===== src/rtl/lmac_tx_fcs_insert.sv =====
// lmac_tx_fcs_insert: forwards one Ethernet frame byte stream, computes CRC-32
// (poly 0x04C11DB7, init all-ones, byte-wide MSB-first LFSR on bit-reversed
// input) and appends the 4-byte FCS, least-significant byte first.
// Optional build macro: LMAC_TX_PAD_EN -- pads short frames with 0x00 up to MIN_LEN.
module lmac_tx_fcs_insert #(
  parameter int unsigned MIN_LEN = 60,
  parameter int unsigned CNT_W   = 16
) (
  input  logic             clk,
  input  logic             rst,
  input  logic [7:0]       in_data,
  input  logic             in_valid,
  input  logic             in_last,
  output logic             in_ready,
  output logic [7:0]       out_data,
  output logic             out_valid,
  output logic             out_last,
  input  logic             out_ready,
  output logic [31:0]      fcs_out,
  output logic             frame_done,
  output logic [CNT_W-1:0] frame_len
);

  localparam logic [31:0] CRC_POLY = 32'h04C11DB7;
  localparam logic [31:0] CRC_INIT = 32'hFFFFFFFF;

  // MIN_LEN must be reachable by the saturating byte counter
  if (64'(MIN_LEN) >= (64'd1 << CNT_W)) begin : g_min_len_range
    $error("MIN_LEN exceeds byte counter range");
  end

`ifdef LMAC_TX_PAD_EN
  localparam logic [CNT_W-1:0] MIN_LEN_C = CNT_W'(MIN_LEN);
  typedef enum logic [1:0] {S_IDLE, S_DATA, S_PAD, S_FCS} state_e;
`else
  typedef enum logic [1:0] {S_IDLE, S_DATA, S_FCS} state_e;
`endif

  function automatic logic [7:0] bitrev8(input logic [7:0] b);
    logic [7:0] r;
    for (int i = 0; i < 8; i++) r[i] = b[7-i];
    return r;
  endfunction

  function automatic logic [31:0] bitrev32(input logic [31:0] b);
    logic [31:0] r;
    for (int i = 0; i < 32; i++) r[i] = b[31-i];
    return r;
  endfunction

  // Eight MSB-first LFSR shifts; d[7] enters first
  function automatic logic [31:0] step8(input logic [31:0] crc, input logic [7:0] d);
    logic [31:0] c;
    logic        fb;
    c = crc;
    for (int i = 0; i < 8; i++) begin
      fb = c[31] ^ d[7-i];
      c  = {c[30:0], 1'b0} ^ (fb ? CRC_POLY : 32'h0);
    end
    return c;
  endfunction

  state_e           state_q, state_d;
  logic [31:0]      crc_q, crc_d;
  logic [CNT_W-1:0] cnt_q, cnt_d;
  logic [2:0]       idx_q, idx_d;
  logic [7:0]       out_data_q, out_data_d;
  logic             out_valid_q, out_valid_d;
  logic             out_last_q, out_last_d;
  logic [31:0]      fcs_out_q, fcs_out_d;
  logic [CNT_W-1:0] frame_len_q, frame_len_d;
  logic             frame_done_q, frame_done_d;
  logic             ready_en_q;

  logic             out_free_c;
  logic             accept_c;
  logic [CNT_W-1:0] cnt_inc_c;
  logic [31:0]      fcs_c;
  logic [7:0]       fcs_byte_c;

  assign out_free_c = !out_valid_q || out_ready;
  assign in_ready   = ready_en_q && (state_q == S_IDLE || state_q == S_DATA) && out_free_c;
  assign accept_c   = in_valid && in_ready;
  assign cnt_inc_c  = (&cnt_q) ? cnt_q : cnt_q + CNT_W'(1);
  assign fcs_c      = ~bitrev32(crc_q);

  // FCS byte for the current transmit index
  always_comb begin
    fcs_byte_c = 8'h00;
    case (idx_q[1:0])
      2'd0:    fcs_byte_c = fcs_c[7:0];
      2'd1:    fcs_byte_c = fcs_c[15:8];
      2'd2:    fcs_byte_c = fcs_c[23:16];
      default: fcs_byte_c = fcs_c[31:24];
    endcase
  end

  // Next-state, CRC, counters and output register load
  always_comb begin
    state_d      = state_q;
    crc_d        = crc_q;
    cnt_d        = cnt_q;
    idx_d        = idx_q;
    out_data_d   = out_data_q;
    out_valid_d  = out_valid_q;
    out_last_d   = out_last_q;
    fcs_out_d    = fcs_out_q;
    frame_len_d  = frame_len_q;
    frame_done_d = 1'b0;

    if (out_valid_q && out_ready) begin
      out_valid_d = 1'b0;
      out_last_d  = 1'b0;
    end

    case (state_q)
      S_IDLE, S_DATA: begin
        if (accept_c) begin
          crc_d       = step8(crc_q, bitrev8(in_data));
          cnt_d       = cnt_inc_c;
          out_data_d  = in_data;
          out_valid_d = 1'b1;
          out_last_d  = 1'b0;
          idx_d       = 3'd0;
          state_d     = in_last ? S_FCS : S_DATA;
`ifdef LMAC_TX_PAD_EN
          if (in_last && (cnt_inc_c < MIN_LEN_C)) state_d = S_PAD;
`endif
        end
      end
`ifdef LMAC_TX_PAD_EN
      S_PAD: begin
        if (out_free_c) begin
          crc_d       = step8(crc_q, 8'h00);
          cnt_d       = cnt_inc_c;
          out_data_d  = 8'h00;
          out_valid_d = 1'b1;
          out_last_d  = 1'b0;
          if (cnt_inc_c >= MIN_LEN_C) state_d = S_FCS;
        end
      end
`endif
      S_FCS: begin
        if (out_free_c && (idx_q < 3'd4)) begin
          out_data_d  = fcs_byte_c;
          out_valid_d = 1'b1;
          out_last_d  = (idx_q == 3'd3);
          idx_d       = idx_q + 3'd1;
        end
        if (out_valid_q && out_last_q && out_ready) begin
          state_d      = S_IDLE;
          frame_done_d = 1'b1;
          fcs_out_d    = fcs_c;
          frame_len_d  = cnt_q;
          crc_d        = CRC_INIT;
          cnt_d        = '0;
          idx_d        = 3'd0;
        end
      end
      default: state_d = S_IDLE;
    endcase
  end

  // State and output registers
  always_ff @(posedge clk or negedge rst) begin
    if (!rst) begin
      state_q      <= S_IDLE;
      crc_q        <= CRC_INIT;
      cnt_q        <= '0;
      idx_q        <= 3'd0;
      out_data_q   <= 8'h00;
      out_valid_q  <= 1'b0;
      out_last_q   <= 1'b0;
      fcs_out_q    <= 32'h0;
      frame_len_q  <= '0;
      frame_done_q <= 1'b0;
      ready_en_q   <= 1'b0;
    end else begin
      state_q      <= state_d;
      crc_q        <= crc_d;
      cnt_q        <= cnt_d;
      idx_q        <= idx_d;
      out_data_q   <= out_data_d;
      out_valid_q  <= out_valid_d;
      out_last_q   <= out_last_d;
      fcs_out_q    <= fcs_out_d;
      frame_len_q  <= frame_len_d;
      frame_done_q <= frame_done_d;
      ready_en_q   <= 1'b1;
    end
  end

  assign out_data   = out_data_q;
  assign out_valid  = out_valid_q;
  assign out_last   = out_last_q;
  assign fcs_out    = fcs_out_q;
  assign frame_len  = frame_len_q;
  assign frame_done = frame_done_q;

endmodule


===== config.mk =====
export PLATFORM = sky130hd
export DESIGN_NAME = lmac_tx_fcs_insert
export DESIGN_NICKNAME = d
export VERILOG_FILES = /design/src/rtl/lmac_tx_fcs_insert.sv
export SDC_FILE = /design/constraint.sdc
export NUM_CORES = 1
export LEC_CHECK = 0
export ABC_AREA = 1
export BUFFER_PORTS_ARGS = -buffer_cell sky130_fd_sc_hd__buf_2
export CORE_ASPECT_RATIO = 1.4
export CORE_MARGIN = 3
export CORE_UTILIZATION = 59
export CTS_CLUSTER_DIAMETER = 80
export CTS_CLUSTER_SIZE = 10
export DETAILED_ROUTE_END_ITERATION = 8
export HOLD_SLACK_MARGIN = 0.03
export PLACE_DENSITY_LB_ADDON = 0.3
export SYNTH_ARGS = -nofsm -noshare
export SYNTH_HDL_FRONTEND = slang
export SYNTH_SLANG_ARGS = --single-unit

===== constraint.sdc =====
create_clock -name clk -period 1.9 [get_ports clk]
set_clock_uncertainty 0.05 [all_clocks]
set_input_delay 0.095 -clock clk [delete_from_list [all_inputs] [get_ports clk]]
set_output_delay 0.095 -clock clk [all_outputs]
set_load 0.02 [all_outputs]

==> reports/qor.yml <==
status:
  status: "finished, final reports clean"
yosys:
  yosysWarnings: 0
  synth_edf_count: 0
  ys_types: 43
  ys.flop_type: "dfrtp_1"
  synth_seq_cells: 113
  syn_nets: 817
  syn_avg_cell_area_um2: 7.732
  syn_area_um2: 6162
  synthCells: 797
  seq_area_frac_synth_pct: 46.54
  synth_area_leaders: "dfrtp_1 33%, nand2_1 15%, dfstp_2 14%"
  synthArstFlopShare_pct: 100.0
  synth_top_area_share_pct: 32.89
  synth.largest_area_cell: "dfrtp_1"
setup_path:
  cp_slowest_cell: "dfstp_2"
  crit_chain: "inv_1 -> nand2_1 -> nand2_4 -> xnor2_2 -> buf_4 -> nand2_1 -> nand2_2 -> nand2_1 -> nand3_1 -> o21ai_0 -> inv_1"
  timing.rr.start: "crc_q[28]"
  cp-start-kind: "flop"
  cp_max_fo: 6
  critPathArrivalTime_ns: 2.17
  path_common_cell: "nand2_1"
  crit_path_start: "crc_q[28]"
  crit_type: "reg -> reg"
  critPathTopFamily: "flip-flops"
  end_kind: "flop"
  slowest_delay_ns: 0.58
  crit_required_ns: 2.21
  critical_path_buf_inv_count: 3
cts:
  clk_pin_slew_ns: 0.05
  clockBufferDepth: 2
  cts_tree: "yes"
  cts_made_buffers: 17
  clock_latency_ns: 0.41
  root_buffer: "clkbuf_16"
  htree_num_levels: 4
  clkSinkCount: 113
die:
  rows: 43
  dieHeight_um: 126.9
  start_util_pct: 61.25
  io_pins: 73
  die_width_um: 92.37
  design.core.area_um2: 10060
  dieArea_um2: 11720
drt:
  ant_nets: 0
  drc: 0
  viasPerCell: 5.586
  num_vias: 5916
  drt-initial-drc-count: 423
  first_pass_iters: 5
  wl_per_cell_um: 17.69
  wirelength_um: 18730
sta:
  setup_violations: 0
  fin_crit_sh_pct: 98.04
  relSlewSlack_pct: 65.07
  slew_violations: 0
  fmax_mhz: 536.8
  min_period_ns: 1.863
  worst-slew-pin-transition_ns: 0.5200
  rsz0062_at_grt: "yes"
  whs_ns: 0.06317
  finalHoldViolCount: 0
finish:
  ff_latch_area_um2: 2868
  multiInputGateArea_um2: 2932
  nets: 931
  antenna_cells: 0
  final_util_pct: 77.07
  area_growth_pct: 25.83
  layout-drive-gt1-share_pct: 24.57
  fill_cells: 708
global_routing:
  grt_pass1_wl_um: 29650
  grt.total_usage_pct: 32.98
  grt_max_degree: 67
  antenna_found_initial: 0
  grt_pass1_vias: 5867
  overflow: 0
pwr:
  ir_drop_v: 0.001173
  powerDensity_nw_per_um2: 1645
  leakage_nw: 4.075
placement:
  dp.final_hpwl_um: 13520
  routabilityCongestion: 0.9869
  portBuffers: 72
hold_path:
  min-delay-start: "in_data[6]"
  hold_path_class: "in -> reg"
flow_run:
  max_cap_viol_count: 0
-- Yosys cell counts (all sizes together) (6+ instances only) --
master / number
a21oi: 31
a22oi: 8
buf: 14
clkbuf: 11
dfrtp: 81
dfstp: 32
ha: 7
inv: 108
nand2: 265
nand3: 57
nor2: 31
nor3: 6
o21ai: 81
o22ai: 10
xnor2: 9
xor2: 27
-- worst paths after layout --
check,endpoint,slack [ns],cells past startpoint
setup / recovery,crc_q[15],0.04,11
hold / removal,out_data[6],0.06,3
setup reg to reg,crc_q[15],0.04,11
hold reg to reg,frame_len[11],0.42,2
max in group asynchronous,state_q[1],0.81,3
min in group asynchronous,crc_q[28],0.17,2
-- cell usage in the layout, fill, tap and decap left out, types with 3 or more instances in the layout --
cell type and instances:
o21ai_0 73, a21oi_1 29, dfstp_2 32, nor2_1 25
buf_12 4, nand2_1 240, buf_2 71, xor2_1 26
a31oi_1 5, xnor2_1 5, o211ai_1 3, inv_1 101
nor3_1 6, o21ai_1 4, nor2_4 4, o21ai_2 4
buf_4 34, nand3_1 53, dfrtp_1 81, ha_1 7
clkinv_2 5, nand2_2 16, dlygate4sd3_1 10, clkbuf_8 3
nand4_1 3, o22ai_1 10, clkbuf_16 17, a22oi_1 8
inv_2 5, xnor2_2 3, nand2_4 9
-- layout make-up --
cell class / count / area share (%)
clock inverters: 10 / 1.420
multi-input cells: 552 / 37.81
well taps: 135 / 2.178
flip-flops and latches: 113 / 36.99
repair buffers: 119 / 10.20
clock buffers: 22 / 6.116
inverters: 108 / 5.293
-- cell families (layout without fill, tap and decap cells) --
logic type                 after synthesis  after routing  synth area share, %
buffers and inverters                  133            259                8.731
DFF                                    113            113                46.54
adders and majority gates                7              7                1.421
and+or+nand+nor                        367            368                25.38
AOI/OAI and AO/OA                      140            140                12.51
xor gates and xnor gates                36             36                5.361
other                                    1              1              0.06086
-- report_power, final --
part | switching, mW | leakage, nW | internal [mW]
combinational | 3.69 | 2.37 | 2.04
clock | 1.09 | 0.290 | 2.02
sequential | 0.694 | 1.41 | 3.22
total | 5.47 | 4.08 | 7.28
-- through the flow --
step / TNS [ns] / total power [mW] / cells / instance area, um2 / setup slack (ns)
final: 0 / 12.75 / 1059 / 7754 / 0.03716
after global routing: -0.1167 / 13.54 / 1059 / 7754 / -0.04948
after CTS: 0 / 12.30 / 1052 / 7556 / 0.01557
after detailed placement: -0.6234 / 9.080 / 1009 / 6842 / -0.1730
after global placement: -0.7034 / 8.959 / 1009 / 6842 / -0.1811
after floorplan: 0 / 7.241 / 797 / 6162 / 0.01358
-- worst reg2reg max path, delay by kind of cell, from the launching register on --
| family | cells | cell delay [ns] |
|---|---|---|
| DFF | 1 | 0.58 |
| and+or+nand+nor | 6 | 0.53 |
| buffers and inverters | 3 | 0.33 |
| xor gates and xnor gates | 1 | 0.21 |
| AOI/OAI and AO/OA | 1 | 0.10 |
-- sequential cells by signal, summed over array words and instances (netlist names) --
name	cells
out_last	1
state_q	2
crc_q	32
frame_len	16
cnt_q	16
out_valid	1
fcs_out	32
frame_done	1
ready_en_q	1
out_data	8
idx_q	3
-- per-layer routing --
layer,global-route usage (%),vias to the layer above,share of wire [%]
met5,0,-,0
met4,21.26,0,5.4
met3,6.524,79,5.8
met2,57.09,254,52
met1,36.56,2813,37
li1,-,2770,-
-- repair_timing --
| item | CTS | global route |
|---|---|---|
| endpoints found under the hold margin | 93 | 0 |
| setup endpoints to repair | 10 | 33 |
| pin swaps | 1 | 7 |
| setup buffers | 1 | 6 |
| gates resized for setup | 6 | 33 |
| hold buffers | 10 | 0 |
| gates cloned | 0 | 1 |
Power figures use the tool's default switching activity.
